**src/rtl/sprite_pkg.sv**
```systemverilog
// sprite_pkg: shared FSM state type, pixel format codes, RGBA8888 field
// offsets and colour-channel expansion helpers for the sprite fetcher.
package sprite_pkg;
    typedef enum logic [1:0] {ST_IDLE, ST_RUN, ST_DRAIN} state_t;
    localparam int FMT_RGBA5551 = 0;
    localparam int FMT_RGB565   = 1;
    localparam int R_OFF = 24;
    localparam int G_OFF = 16;
    localparam int B_OFF = 8;
    localparam int A_OFF = 0;
    function automatic logic [7:0] exp5(input logic [4:0] x);
        return {x, x[4:2]};
    endfunction
    function automatic logic [7:0] exp6(input logic [5:0] x);
        return {x, x[5:4]};
    endfunction
endpackage

```
**src/rtl/rgb_expand.sv**
```systemverilog
// rgb_expand: combinational unpack of a 16-bit SRAM word into RGBA8888.
// Ports:
//   pix   in  16  raw pixel word (RGBA5551 or RGB565 depending on FMT)
//   rgba  out 32  expanded pixel, R in the top byte, A in the bottom byte
module rgb_expand import sprite_pkg::*; #(
    parameter int FMT = FMT_RGBA5551
) (
    input  logic [15:0] pix,
    output logic [31:0] rgba
);
    logic [7:0] r, g, b, a;
    always_comb begin
        r = exp5(pix[15:11]);
        g = (FMT == FMT_RGB565) ? exp6(pix[10:5]) : exp5(pix[10:6]);
        b = (FMT == FMT_RGB565) ? exp5(pix[4:0]) : exp5(pix[5:1]);
        a = (FMT == FMT_RGB565 || pix[0]) ? 8'hFF : 8'h00;
        rgba = (32'(r) << R_OFF) | (32'(g) << G_OFF) | (32'(b) << B_OFF) | (32'(a) << A_OFF);
    end
endmodule

```
**src/rtl/sprite_fetch.sv**
```systemverilog
// sprite_fetch: walks an IMG_W x IMG_H image in SRAM row by row, issuing one
// read per enabled cycle, and returns each pixel expanded to RGBA8888.
// Ports:
//   i_clk, i_rst_n         clock, asynchronous active-low reset
//   i_start                frame start; latches i_base, i_bias, i_mirror (aborts a frame in flight)
//   i_en                   request the next pixel while running
//   i_base / i_bias        image base word address / signed rows skipped at the top
//   i_mirror               horizontal mirror
//   i_sram_rdata           SRAM read data, valid RD_LAT cycles after o_sram_oe
//   o_sram_addr, o_sram_oe SRAM read address and enable
//   o_q, o_valid           expanded pixel and its qualifier (o_q is 0 when not valid)
//   o_busy, o_done         frame in progress, one-cycle end-of-frame pulse
module sprite_fetch import sprite_pkg::*; #(
    parameter int IMG_W  = 200,
    parameter int IMG_H  = 200,
    parameter int ADDR_W = 20,
    parameter int BIAS_W = 13,
    parameter int RD_LAT = 1,
    parameter int FMT    = 0
) (
    input  logic                     i_clk,
    input  logic                     i_rst_n,
    input  logic                     i_start,
    input  logic                     i_en,
    input  logic [ADDR_W-1:0]        i_base,
    input  logic signed [BIAS_W-1:0] i_bias,
    input  logic                     i_mirror,
    input  logic [15:0]              i_sram_rdata,
    output logic [ADDR_W-1:0]        o_sram_addr,
    output logic                     o_sram_oe,
    output logic [31:0]              o_q,
    output logic                     o_valid,
    output logic                     o_busy,
    output logic                     o_done
);
    localparam int CW = $clog2(IMG_W + 1);
    localparam int RW = $clog2(IMG_H + 1);
    localparam logic [CW-1:0] LAST_C = CW'(IMG_W - 1);
    localparam logic [RW-1:0] LAST_R = RW'(IMG_H - 1);
    localparam logic [ADDR_W-1:0] W_A = ADDR_W'(IMG_W);
    localparam logic signed [BIAS_W-1:0] H_B = BIAS_W'(IMG_H);
    localparam logic [1:0] D_LAST = 2'(RD_LAT - 1);

    state_t              state, state_n;
    logic [RW-1:0]       row, row_n, start_row;
    logic [CW-1:0]       col, col_n, col_m;
    logic [ADDR_W-1:0]   row_addr, row_addr_n, addr_n;
    logic                mirror, mirror_n, oe_n, done_n;
    logic [1:0]          cnt, cnt_n;
    logic [RD_LAT-1:0]   pipe, pipe_n;
    logic [RD_LAT:0]     shifted;
    logic                bias_pos, bias_over;
    logic [31:0]         pix;

    assign bias_pos  = !i_bias[BIAS_W-1] && (i_bias != '0);
    assign bias_over = i_bias >= H_B;
    assign start_row = (bias_pos && !bias_over) ? RW'(i_bias) : '0;
    assign col_m     = mirror ? LAST_C - col : col;
    // Valid pipeline: stage k holds the read enable issued k+1 cycles ago.
    assign shifted   = {pipe, o_sram_oe};

    always_comb begin
        state_n    = state;
        row_n      = row;
        col_n      = col;
        row_addr_n = row_addr;
        mirror_n   = mirror;
        addr_n     = o_sram_addr;
        oe_n       = 1'b0;
        done_n     = 1'b0;
        cnt_n      = cnt;
        pipe_n     = shifted[RD_LAT-1:0];
        if (i_start) begin
            // Start always wins: reads in flight are forgotten and no read is issued.
            pipe_n     = '0;
            row_n      = start_row;
            col_n      = '0;
            row_addr_n = i_base + ADDR_W'(start_row) * W_A;
            mirror_n   = i_mirror;
            cnt_n      = '0;
            state_n    = bias_over ? ST_DRAIN : ST_RUN;
        end else if (state == ST_RUN && i_en) begin
            oe_n   = 1'b1;
            addr_n = row_addr + ADDR_W'(col_m);
            col_n  = (col == LAST_C) ? '0 : col + 1'b1;
            if (col == LAST_C) begin
                row_n      = row + 1'b1;
                row_addr_n = row_addr + W_A;
            end
            if (col == LAST_C && row == LAST_R) begin
                state_n = ST_DRAIN;
                cnt_n   = '0;
            end
        end else if (state == ST_DRAIN) begin
            state_n = (cnt == D_LAST) ? ST_IDLE : ST_DRAIN;
            done_n  = (cnt == D_LAST);
            cnt_n   = cnt + 1'b1;
        end
    end

    always_ff @(posedge i_clk or negedge i_rst_n) begin
        if (!i_rst_n) begin
            state       <= ST_IDLE;
            row         <= '0;
            col         <= '0;
            row_addr    <= '0;
            mirror      <= 1'b0;
            o_sram_addr <= '0;
            o_sram_oe   <= 1'b0;
            o_done      <= 1'b0;
            cnt         <= '0;
            pipe        <= '0;
        end else begin
            state       <= state_n;
            row         <= row_n;
            col         <= col_n;
            row_addr    <= row_addr_n;
            mirror      <= mirror_n;
            o_sram_addr <= addr_n;
            o_sram_oe   <= oe_n;
            o_done      <= done_n;
            cnt         <= cnt_n;
            pipe        <= pipe_n;
        end
    end

    rgb_expand #(.FMT(FMT)) u_expand (
        .pix  (i_sram_rdata),
        .rgba (pix)
    );

    assign o_busy  = state != ST_IDLE;
    assign o_valid = pipe[RD_LAT-1];
    assign o_q     = o_valid ? pix : '0;
endmodule

```
**config.mk**
```make
export PLATFORM = sky130hd
export DESIGN_NAME = sprite_fetch
export DESIGN_NICKNAME = d
export VERILOG_FILES = /design/src/rtl/sprite_pkg.sv /design/src/rtl/rgb_expand.sv /design/src/rtl/sprite_fetch.sv
export SDC_FILE = /design/constraint.sdc
export NUM_CORES = 1
export LEC_CHECK = 0
export CAP_MARGIN = 20
export CORE_UTILIZATION = 48
export CTS_CLUSTER_SIZE = 25
export DETAILED_ROUTE_END_ITERATION = 10
export GPL_ROUTABILITY_DRIVEN = 0
export GPL_TIMING_DRIVEN = 0
export PLACE_DENSITY = 0.78
export SYNTH_ARGS = -nofsm -noshare
export SYNTH_HDL_FRONTEND = slang
export SYNTH_HIERARCHICAL = 1
export SYNTH_SLANG_ARGS = --single-unit
```
**constraint.sdc**
```tcl
create_clock -name i_clk -period 2.5 [get_ports i_clk]
set_input_delay 0.5 -clock i_clk [delete_from_list [all_inputs] [get_ports i_clk]]
set_output_delay 0.5 -clock i_clk [all_outputs]
set_load 0.05 [all_outputs]
```
Word-level counts from Yosys, hierarchy flattened
Cells that the tools add are included.
Word-level totals
  register bits after elaboration: 64
  latch bits: 0
  RAM bits: 0
  ROM bits: 0
  input bits: 54
  output and inout bits: 56
  word-level logic and storage cells: 72
  memories: 0
Operators by class
  $add $sub $neg: 7
  multiply operators: 1
  div/mod/pow operators: 0
  $lt $le $gt $ge: 1
  eq/ne operators: 5
  shift-type cells: 0
  muxes and demuxes: 29
  bitwise logic cells: 4
  reductions and logical operators: 15
Operator list (number)
  8-bit 2-to-1 mux: 9
  20-bit 2-to-1 mux: 3
  32-bit 2-to-1 mux: 1
  32-bit by 16-bit OR with 32-bit output: 1
  32-bit by 24-bit OR with 32-bit output: 1
  32-bit by 8-bit OR with 32-bit output: 1
  20-bit by 16-bit adder with 20-bit output: 1
  20-bit by 8-bit adder with 20-bit output: 1
  20-bit by 8-bit adder with 20-bit output, second input constant: 1
  2-bit 2-to-1 mux: 10
  8-bit by 1-bit adder with 8-bit output, second input constant: 2
  8-bit equality test, second input constant: 2
  13-bit by 9-bit >= comparator with 1-bit output, second input constant: 1
  8-bit by 5-bit multiplier with 13-bit output, second input constant: 1
  13-bit nonzero test: 1
  8-bit subtractor, first input constant: 1
  1-bit 2-to-1 mux: 6
  2-bit AND reduction: 3
  2-bit nonzero test: 3
  1-bit logical AND: 4
  3-bit by 2-bit != test with 1-bit output, second input constant: 1
  3-bit nonzero test: 1
  2-bit by 1-bit adder with 2-bit output, second input constant: 1
  2-bit by 1-bit equality test with 1-bit output, second input constant: 1
  4 further kinds: 5

Logic depth before layout (Yosys ltp)
Gate-level depths: netlist (run 1).
  depth after elaboration: 7
  gate-level depth with buffers: 23
  mapped depth without buffers: 21

Hierarchy
The synthesis (run 1) kept the hierarchy.
Modules (own cells, without submodules)
  sprite_fetch: instances 1, cells an instance 645, area an instance 5510.3 um2, seq. area each 1601.5 um2
  rgb_expand: instances 1, cells an instance 32, area an instance 240.2 um2, seq. area each 0.0 um2

Worst setup path after synthesis (run 1)
Ideal clock, no wire load.
  kind: input port to flip-flop
  start: input port i_bias[11]
  end: register row_addr[18]
  arrival: 5283 ps
  setup slack: -2922 ps
  stages on the path: 20
  path buffers: 1
  cell sequence: or4_4 > nor3_2 > clkbuf_2 > and3_1 > ha_1 > ha_1 > fa_1 > ha_1 > a21oi_1 > o21ai_0 > or4_1 > o311ai_0 > xnor2_1 > ha_1 > or3_1 > o21ai_0 > nor2_1 > or3_1 > mux2i_1 > a211oi_2
On the way
  longest elaborated chain between the ends: 7
  elaborated cells on any way between the ends: 9
Ends and longest elaborated chain
  from (decl): line sprite_fetch.sv:26  | input logic signed [BIAS_W-1:0] i_bias,
  13-bit by 9-bit >= comparator with 1-bit output or 13-bit nonzero test (tied branches): line sprite_fetch.sv:56, sprite_fetch.sv:55
  1-bit logical NOT or 1-bit logical AND (tied branches): line sprite_fetch.sv:57, sprite_fetch.sv:55
  1-bit logical AND (*): line sprite_fetch.sv:57  | assign start_row = (bias_pos && !bias_over) ? RW'(i_bias) : '0;
  8-bit 2-to-1 mux (*): line sprite_fetch.sv:57
  8-bit by 5-bit multiplier with 13-bit output (*): line sprite_fetch.sv:78  | row_addr_n = i_base + ADDR_W'(start_row) * W_A;
  20-bit by 16-bit adder with 20-bit output (*): line sprite_fetch.sv:78
  20-bit 2-to-1 mux (*): line sprite_fetch.sv:73  | if (i_start) begin
  to (signal assigned): line sprite_fetch.sv:117  | row_addr <= row_addr_n;
  to (decl): line sprite_fetch.sv:47  | logic [ADDR_W-1:0] row_addr, row_addr_n, addr_n;
Every way passes the cells marked *; elsewhere a longest branch is shown, timed or not.
A chain may end at the register's enable or synchronous reset.

Worst setup path after layout (run 1)
  start: input port i_bias[9]
  end: register row_addr[18]
The elaborated chain is that of the path after synthesis.

==> results of run 1 <==
[power breakdown]
part | leakage [nW] | switching, mW | total, mW | internal (mW)
Combinational | 2.86 | 1.18 | 1.87 | 0.692
Sequential | 0.807 | 0.149 | 1.41 | 1.26
Clock | 0.135 | 0.466 | 1.24 | 0.774
Total | 3.81 | 1.79 | 4.51 | 2.72
[synthesized netlist by cell type, types with 4 or more instances]
master and number:
a211oi_1 8, a21o_1 7, a21oi_1 30, and2_1 36
and3_1 9, buf_4 32, clkbuf_1 15, dfrtp_1 64
fa_1 4, ha_1 58, inv_1 30, mux2_2 5
mux2i_1 4, nand2_1 82, nand3_1 19, nand4_1 10
nor2_1 44, nor3_1 11, nor4_1 7, o21a_1 5
o21ai_0 44, o21ai_1 5, o31ai_1 4, or3_1 4
xnor2_1 35, xor2_1 32
[cell families (layout without fill, tap and decap cells)]
| group | after synthesis | count (layout) | share of synthesized area |
|---|---|---|---|
| XOR/XNOR | 67 | 67 | 0.102 |
| flip-flops | 64 | 64 | 0.279 |
| multiplexers | 9 | 9 | 0.0168 |
| AO/OA/AOI/OAI | 138 | 138 | 0.155 |
| buffers and inverters | 90 | 226 | 0.0875 |
| adder cells (fa/ha/maj) | 62 | 62 | 0.140 |
| AND/OR/NAND/NOR | 247 | 247 | 0.220 |
[timing repair]
item                       4_1_cts  5_1_grt
gates cloned                     1        0
buffers inserted                17       12
setup endpoints to repair       50       38
gates resized for setup         90       54
pin swaps                       41       36
hold endpoints to repair         0        0
[metal layers]
metal / GRT usage / vias up / part of all wire
met2: 0.445 / 182 / 0.52
met3: 0.0381 / 30 / 0.048
met5: 0 / - / 0
met4: 0.107 / 0 / 0.023
met1: 0.293 / 2516 / 0.41
li1: - / 2601 / -
[worst max-delay path by stage]
stage / from / end / slack [ns] / cells after the start
6_report: i_bias[9] / row_addr[18] / -2.79 / 21
5_1_grt: i_bias[9] / row_addr[18] / -2.89 / 23
4_1_cts: i_bias[11] / row_addr[18] / -2.61 / 21
3_5_place_dp: i_bias[8] / row_addr[18] / -3.54 / 21
3_3_place_gp: i_bias[8] / row_addr[18] / -3.50 / 21
2_1_floorplan: i_bias[8] / row_addr[18] / -2.70 / 20
[registers in the layout, summed over array words and instances (netlist names)]
signal,cells
o_valid,1
mirror,1
state,2
row,8
o_sram_oe,1
col,8
row_addr,20
cnt,2
o_sram_addr,20
o_done,1
[through the flow]
step	setup WS [ns]	TNS (ns)
2_1_floorplan	-2.70	-25.79
3_3_place_gp	-3.50	-102.57
3_5_place_dp	-3.54	-41.52
4_1_cts	-2.61	-24.70
5_1_grt	-2.89	-28.44
6_report	-2.79	-26.54
[final cells by class]
class	instances	area [sq um]	area share
Tap cell	143	179	0.0223
Clock buffer	10	229	0.0286
Sequential cell	64	1610	0.200
Inverter	30	113	0.0140
Buffer	58	412	0.0514
Clock inverter	6	70.1	0.00874
Multi-Input combinational cell	523	4250	0.531
Timing Repair Buffer	122	1160	0.144
[critical path: stages]
cell,delay [ns]
buf_6,0.09
or4_4,0.56
nor3_4,0.26
clkbuf_8,0.19
and3_4,0.22
ha_4,0.21
ha_4,0.26
fa_1,0.44
ha_4,0.26
a21oi_4,0.22
o21ai_4,0.10
or4_4,0.55
o311ai_4,0.09
xnor2_2,0.12
ha_1,0.32
or3_4,0.41
o21ai_4,0.09
nor2_4,0.07
or3_1,0.31
mux2i_1,0.16
a211oi_2,0.05
==> flow_metrics.py, run 1 <==
metrics = {
    "sta": {
        "rsz0062_at_grt": "yes",
        "slew_headroom": 0.382,
        "min_period_over_period": 2.12,
        "fin_skew_ns": 0.00996,
        "slew_viol_final": 0,
        "worst_pin_slew_ns": 0.921,
        "timing.final.crit_period_ns": 5.29,
        "fin_hold_ws_ns": 0.242,
        "max_freq_mhz": 189,
        "setup_slack_ns": -2.79,
        "report.final.hold_viol_count": 0,
        "final-setup-viol-count": 14,
    },
    "cells_and_area": {
        "most-common-layout-cells": "79 x nand2_1, 61 x dfrtp_1, 58 x buf_4",
        "area_growth_pct": 39.4,
        "instances_no_fill": 956,
        "finalNetCount": 924,
        "fin_util": 0.693,
        "final_common_cell": "nand2_1",
        "antenna_cells": 0,
        "postLayoutCellArea_sq_um": 8020,
        "fillerInstances": 856,
        "drive_above_1_share": 0.253,
    },
    "drt": {
        "vias": 5329,
        "ant_nets": 0,
        "drt-total-wl_um": 15200,
        "drt-initial-drc-count": 280,
        "avgViaCountPerCell": 5.57,
        "drcViolationCount": 17,
        "wire_per_inst_um": 15.9,
        "dr.pass1.iters": 8,
    },
    "worst_hold_path": {
        "hold_path.class": "in2async",
    },
    "place": {
        "hpwlAfterDp_um": 11200,
        "place_area_sq_um": 7070,
        "placed_cells": 914,
        "io_buffers": 93,
    },
    "synth": {
        "yosysTopAreaCellShare": 0.279,
        "synth_edf_count": 0,
        "yosysWarningCount": 6,
        "yosys.area.top_type": "dfrtp_1",
        "syn_avg_cell_area_sq_um": 8.49,
        "ys_async_sr_fraction": 1.00,
        "syn_inst": 677,
        "synth_top_cells_by_area": "dfrtp_1 28%, ha_1 13%, nand2_1 5.4%",
        "synth_ff_type": "dfrtp_1",
        "syn_nets": 793,
        "synth-seq-cells": 64,
        "synth_cell_types": 75,
        "synth.cell_area_sq_um": 5750,
        "seq_area_frac_synth": 0.279,
    },
    "grt": {
        "antenna_found_initial": 0,
        "grt_pass1_vias": 5417,
        "grt_pass1_wl_um": 25200,
        "grt_overflow_total": 0,
        "grt_usage": 0.247,
        "grt_max_degree": 35,
    },
    "clock_tree": {
        "clkLatencyLatePin_ns": 0.33,
        "cts_buffers": 9,
        "hold_buffers": 0,
        "cts_tree": "done",
        "clkTransAtPathRegs_ns": 0.06,
        "clock_sink_count": 64,
        "cts-htree-levels": 3,
        "clock_path_buffers": 2,
        "clockRootBuffer": "clkbuf_16",
    },
    "setup_path": {
        "r2r_start": "col[4]",
        "r2r_end": "o_sram_addr[19]",
        "rr_worst_depth": 13,
        "r2r_setup_slack_ns": 0.07,
        "critPathArrivalTime_ns": 5.48,
        "critPathKind": "in2reg",
        "critPathMaxFanout": 5,
        "crit_required_ns": 2.69,
        "crit_path_start_kind": "input pin",
        "critPathCaptureType": "flip-flop",
    },
    "floorplan": {
        "rows": 39,
        "initial_core_util": 0.497,
        "die_y_um": 111,
        "dieArea_sq_um": 12400,
        "dieWidth_um": 111,
        "core-area_sq_um": 11600,
        "io_pins": 110,
    },
    "power": {
        "ir_drop_mv": 0.350,
        "power.total_mw": 4.51,
        "p_leak_nw": 3.81,
        "power.density_nw_per_um2": 563,
    },
    "outcome": {
        "status": "complete, but fails checks",
        "violations": "design-rule violations, negative setup slack",
    },
    "flow_run": {
        "maxCapViolCount": 0,
    },
}
No activity file was read; power rests on OpenSTA's default activity.
==> run 2, diff against run 1 <==
- REMOVE_ABC_BUFFERS: unset -> 1
- SLEW_MARGIN: unset -> 20
==> flow_metrics.py, run 2 (same netlist as run 1, synthesis figures left out) <==
metrics = {
    "drt": {
        "ant_nets": 0,
        "avgViaCountPerCell": 5.94,
        "wire_per_inst_um": 18.9,
        "vias": 5538,
        "drcViolationCount": 15,
        "drt-total-wl_um": 17600,
        "drt-initial-drc-count": 545,
        "dr.pass1.iters": 8,
    },
    "clock_tree": {
        "clock_sink_count": 64,
        "clockRootBuffer": "clkbuf_16",
        "cts_buffers": 9,
        "clkTransAtPathRegs_ns": 0.06,
        "clkLatencyLatePin_ns": 0.34,
        "cts_tree": "done",
        "clock_path_buffers": 2,
        "cts-htree-levels": 3,
    },
    "sta": {
        "worst_pin_slew_ns": 0.872,
        "slew_viol_final": 0,
        "final-setup-viol-count": 15,
        "max_freq_mhz": 188,
        "setup_slack_ns": -2.82,
        "report.final.hold_viol_count": 0,
        "min_period_over_period": 2.13,
        "slew_headroom": 0.414,
        "fin_hold_ws_ns": 0.470,
        "rsz0062_at_grt": "yes",
        "fin_skew_ns": 0.00801,
        "timing.final.crit_period_ns": 5.32,
    },
    "cells_and_area": {
        "area_growth_pct": 42.1,
        "fillerInstances": 780,
        "largestRegisters": "o_sram_addr (20), row_addr (20)",
        "most-common-layout-cells": "88 x clkdlybuf4s50_1, 78 x nand2_1, 61 x dfrtp_1",
        "final_common_cell": "clkdlybuf4s50_1",
        "fin_util": 0.707,
        "multi_input_area_sq_um": 4430,
        "drive_above_1_share": 0.256,
        "antenna_cells": 0,
        "finalNetCount": 901,
        "seq_area_sq_um": 1610,
    },
    "floorplan": {
        "rows": 39,
        "dieArea_sq_um": 12400,
        "io_pins": 110,
        "dieWidth_um": 111,
        "die_y_um": 111,
        "core-area_sq_um": 11600,
        "initial_core_util": 0.497,
    },
    "grt": {
        "antenna_found_initial": 0,
        "grt_pass1_vias": 5558,
        "grt_overflow_total": 0,
        "grt_usage": 0.262,
        "grt_max_degree": 58,
        "grt_pass1_wl_um": 26200,
    },
    "power": {
        "p_leak_nw": 3.61,
        "ir_drop_mv": 0.337,
        "power.density_nw_per_um2": 561,
    },
    "setup_path": {
        "crit_required_ns": 2.71,
        "critPathArrivalTime_ns": 5.53,
        "critPathKind": "in2reg",
        "path_cells": "buf_6 -> or4_4 -> nor3_4 -> buf_6 -> and3_2 -> ha_4 -> ha_4 -> ha_4 -> ha_4 -> a21o_1 -> a21oi_4 -> o21ai_2 -> or4_4 -> o311ai_4 -> xnor2_2 -> buf_4 -> ha_4 -> nand4_1 -> nor2_2 -> nand3_2 -> nand2_2 -> o31a_1 -> nand3_1",
        "critPathCaptureType": "flip-flop",
        "critPathMaxFanout": 4,
        "slowest_delay_ns": 0.56,
        "cpMostUsedCell": "ha_4",
        "crit_path_start_kind": "input pin",
        "path_delay_family": "simple AND/OR/NAND/NOR gates",
        "cp_slowest_cell": "or4_4",
        "path_buf_inv": 3,
    },
    "flow_run": {
        "maxCapViolCount": 0,
    },
    "worst_hold_path": {
        "hold_path.class": "reg2reg",
    },
    "outcome": {
        "status": "complete, but fails checks",
        "violations": "design-rule violations, negative setup slack",
    },
    "place": {
        "io_buffers": 109,
        "hpwlAfterDp_um": 10000,
    },
}
==> run 2: changes by cell type in the layout (fill, tap and decap cells not counted), moves of 9 or more <==
cell / before / now
clkdlybuf4s50_1: 53 / 88
buf_4: 58 / 34
dlygate4sd2_1: 23 / 5
clkbuf_1: 13 / 0
ha_1: 38 / 28
ha_4: 16 / 26
buf_6: 5 / 14
==> run 2: area by class of cell <==
type                            count  share of cell area
Inverter                           30              0.0147
Sequential cell                    64               0.196
Tap cell                          143              0.0219
Multi-Input combinational cell    523               0.543
Clock buffer                        9              0.0276
Timing Repair Buffer              157               0.188
Clock inverter                      7             0.00888
==> run 2: worst paths after layout <==
path	from	to	slack, ns	depth (start not counted)
hold reg to reg	o_sram_addr[1]	o_sram_addr[1]	0.47	2
setup / recovery	i_bias[11]	row_addr[19]	-2.82	23
min in group asynchronous	i_rst_n	o_sram_addr[18]	0.53	2
hold / removal	o_sram_addr[1]	o_sram_addr[1]	0.47	2
max in group asynchronous	i_rst_n	col[3]	1.47	3
setup reg to reg	col[5]	o_sram_addr[11]	0.06	9
==> run 2: report_power, final <==
group,internal [mW],switching [mW]
Clock,0.770,0.482
Sequential,1.26,0.167
Combinational,0.715,1.19
Total,2.74,1.84
==> run 2: worst min-delay path, delay by kind of cell, from the launching register on <==
| kind | cells | cell delay [ns] |
|---|---|---|
| DFF | 1 | 0.34 |
| and+or+nand+nor | 2 | 0.10 |
==> run 2: stage by stage <==
step	instance area (sq um)	power (mW)	setup slack, ns	TNS (ns)	instances
3_3_place_gp	6630	3.10	-3.94	-181.80	869
4_1_cts	7660	4.46	-2.71	-25.08	920
3_5_place_dp	6670	3.15	-3.92	-50.94	871
6_report	8170	4.58	-2.82	-27.12	933
2_1_floorplan	5360	2.51	-2.95	-28.71	617
5_1_grt	8170	4.79	-2.90	-28.63	933
==> run 2: per-layer routing <==
metal / wire length (um) / global-route usage / part of all wire
met2: 8950 / 0.470 / 0.51
met5: 0 / 0 / 0
met3: 1110 / 0.0512 / 0.063
met1: 6650 / 0.286 / 0.38
met4: 918 / 0.155 / 0.052
==> run 2: what timing repair did <==
action,4_1_cts,5_1_grt
setup endpoints to repair,60,34
pin swaps,45,54
gates cloned,0,0
setup buffers,35,14
hold endpoints to repair,7,0
resized for setup,112,93
hold buffers,1,0
==> run 3, diff against run 2 <==
- GPL_ROUTABILITY_DRIVEN: 0 -> unset
==> flow_metrics.py, run 3 (same netlist as run 1, synthesis figures left out) <==
metrics = {
    "drt": {
        "drt-initial-drc-count": 372,
        "dr.pass1.iters": 8,
        "ant_nets": 0,
        "drt-total-wl_um": 15800,
        "avgViaCountPerCell": 5.76,
        "wire_per_inst_um": 16.9,
        "drcViolationCount": 15,
        "vias": 5385,
    },
    "floorplan": {
        "rows": 39,
        "core-area_sq_um": 11600,
        "die_y_um": 111,
        "dieArea_sq_um": 12400,
        "dieWidth_um": 111,
        "io_pins": 110,
        "initial_core_util": 0.497,
    },
    "flow_run": {
        "maxCapViolCount": 0,
    },
    "clock_tree": {
        "clock_path_buffers": 2,
        "clockRootBuffer": "clkbuf_16",
        "hold_buffers": 0,
        "cts_buffers": 9,
        "clkTransAtPathRegs_ns": 0.05,
        "cts_tree": "done",
        "cts-htree-levels": 3,
        "clock_sink_count": 64,
        "clkLatencyLatePin_ns": 0.33,
    },
    "sta": {
        "slew_headroom": 0.407,
        "fin_hold_ws_ns": 0.0178,
        "timing.final.crit_period_ns": 5.02,
        "rsz0062_at_grt": "yes",
        "slew_viol_final": 0,
        "setup_slack_ns": -2.52,
        "final-setup-viol-count": 14,
        "fin_skew_ns": 0.00815,
        "report.final.hold_viol_count": 0,
        "worst_pin_slew_ns": 0.884,
        "min_period_over_period": 2.01,
        "max_freq_mhz": 199,
    },
    "setup_path": {
        "crit_path_start_kind": "input pin",
        "critPathArrivalTime_ns": 5.22,
        "cpMostUsedCell": "ha_4",
        "path_cells": "clkbuf_2 -> or4_4 -> nor3_4 -> buf_6 -> and3_4 -> ha_4 -> ha_4 -> inv_2 -> fa_1 -> inv_2 -> ha_4 -> nand2_2 -> o21ai_2 -> or4_1 -> o311ai_2 -> xnor2_1 -> ha_2 -> or3_4 -> o21ai_4 -> nor2_4 -> or3_1 -> mux2i_1 -> a211oi_2",
        "cp_slowest_cell": "or4_4",
        "critPathCaptureType": "flip-flop",
        "slowest_delay_ns": 0.54,
        "path_buf_inv": 4,
        "critPathMaxFanout": 4,
        "critPathKind": "in2reg",
        "path_delay_family": "simple AND/OR/NAND/NOR gates",
        "crit_required_ns": 2.70,
    },
    "grt": {
        "grt_usage": 0.238,
        "antenna_found_initial": 0,
        "grt_overflow_total": 0,
        "grt_max_degree": 54,
        "grt_pass1_wl_um": 23900,
        "grt_pass1_vias": 5085,
    },
    "cells_and_area": {
        "antenna_cells": 0,
        "seq_area_sq_um": 1610,
        "fillerInstances": 796,
        "drive_above_1_share": 0.250,
        "finalNetCount": 904,
        "most-common-layout-cells": "86 x clkdlybuf4s50_1, 80 x nand2_1, 61 x dfrtp_1",
        "largestRegisters": "o_sram_addr (20), row_addr (20)",
        "area_growth_pct": 40.5,
        "fin_util": 0.698,
        "instances_no_fill": 935,
        "final_common_cell": "clkdlybuf4s50_1",
        "multi_input_area_sq_um": 4350,
    },
    "power": {
        "power.total_mw": 4.50,
        "p_leak_nw": 3.65,
        "ir_drop_mv": 0.370,
        "power.density_nw_per_um2": 557,
    },
    "outcome": {
        "violations": "design-rule violations, negative setup slack",
        "status": "complete, but fails checks",
    },
    "worst_hold_path": {
        "hold_path.class": "in2async",
    },
    "place": {
        "io_buffers": 109,
        "place_congestion": 0.939,
        "hpwlAfterDp_um": 9980,
        "placed_cells": 871,
    },
}
-- run 3: path summary, 6_finish.rpt --
path	depth (start not counted)	start	slack [ns]	end
worst min-delay path	1	i_rst_n	0.02	row_addr[16]
max in group asynchronous	2	i_rst_n	1.97	mirror
worst max-delay path	23	i_bias[11]	-2.52	row_addr[18]
worst min register to register	2	o_sram_addr[2]	0.48	o_sram_addr[2]
min in group i_clk	2	o_sram_addr[2]	0.48	o_sram_addr[2]
worst max register to register	13	col[4]	0.02	o_sram_addr[11]
-- run 3: cell type report --
cell class / instances / area share
Clock inverter: 3 / 0.00527
Inverter: 30 / 0.0143
Tap cell: 143 / 0.0221
Clock buffer: 12 / 0.0305
Timing Repair Buffer: 160 / 0.190
Multi-Input combinational cell: 523 / 0.539
Sequential cell: 64 / 0.199
-- run 3: timing repair --
item / 4_1_cts / 5_1_grt
endpoints found under the setup margin: 63 / 35
pin swaps: 55 / 46
setup buffers: 31 / 22
gates resized for setup: 117 / 73
endpoints found under the hold margin: 0 / 0
-- run 3: metrics by stage --
| stage | setup TNS, ns | setup WS (ns) | area, sq um |
|---|---|---|---|
| 4_1_cts | -24.27 | -2.63 | 7650 |
| 3_5_place_dp | -51.84 | -3.97 | 6670 |
| 6_report | -24.90 | -2.52 | 8080 |
| 2_1_floorplan | -28.71 | -2.95 | 5360 |
| 5_1_grt | -26.64 | -2.65 | 8080 |
| 3_3_place_gp | -178.78 | -3.96 | 6630 |
-- run 3: layer usage --
layer,global-route usage,wire [um]
met5,0,0
met2,0.429,7880
met1,0.270,6300
met4,0.124,707
met3,0.0414,890
-- run 3: report_power, final --
part,switching (mW),internal (mW)
combinational,1.16,0.701
sequential,0.170,1.26
clock,0.427,0.791
total,1.75,2.75
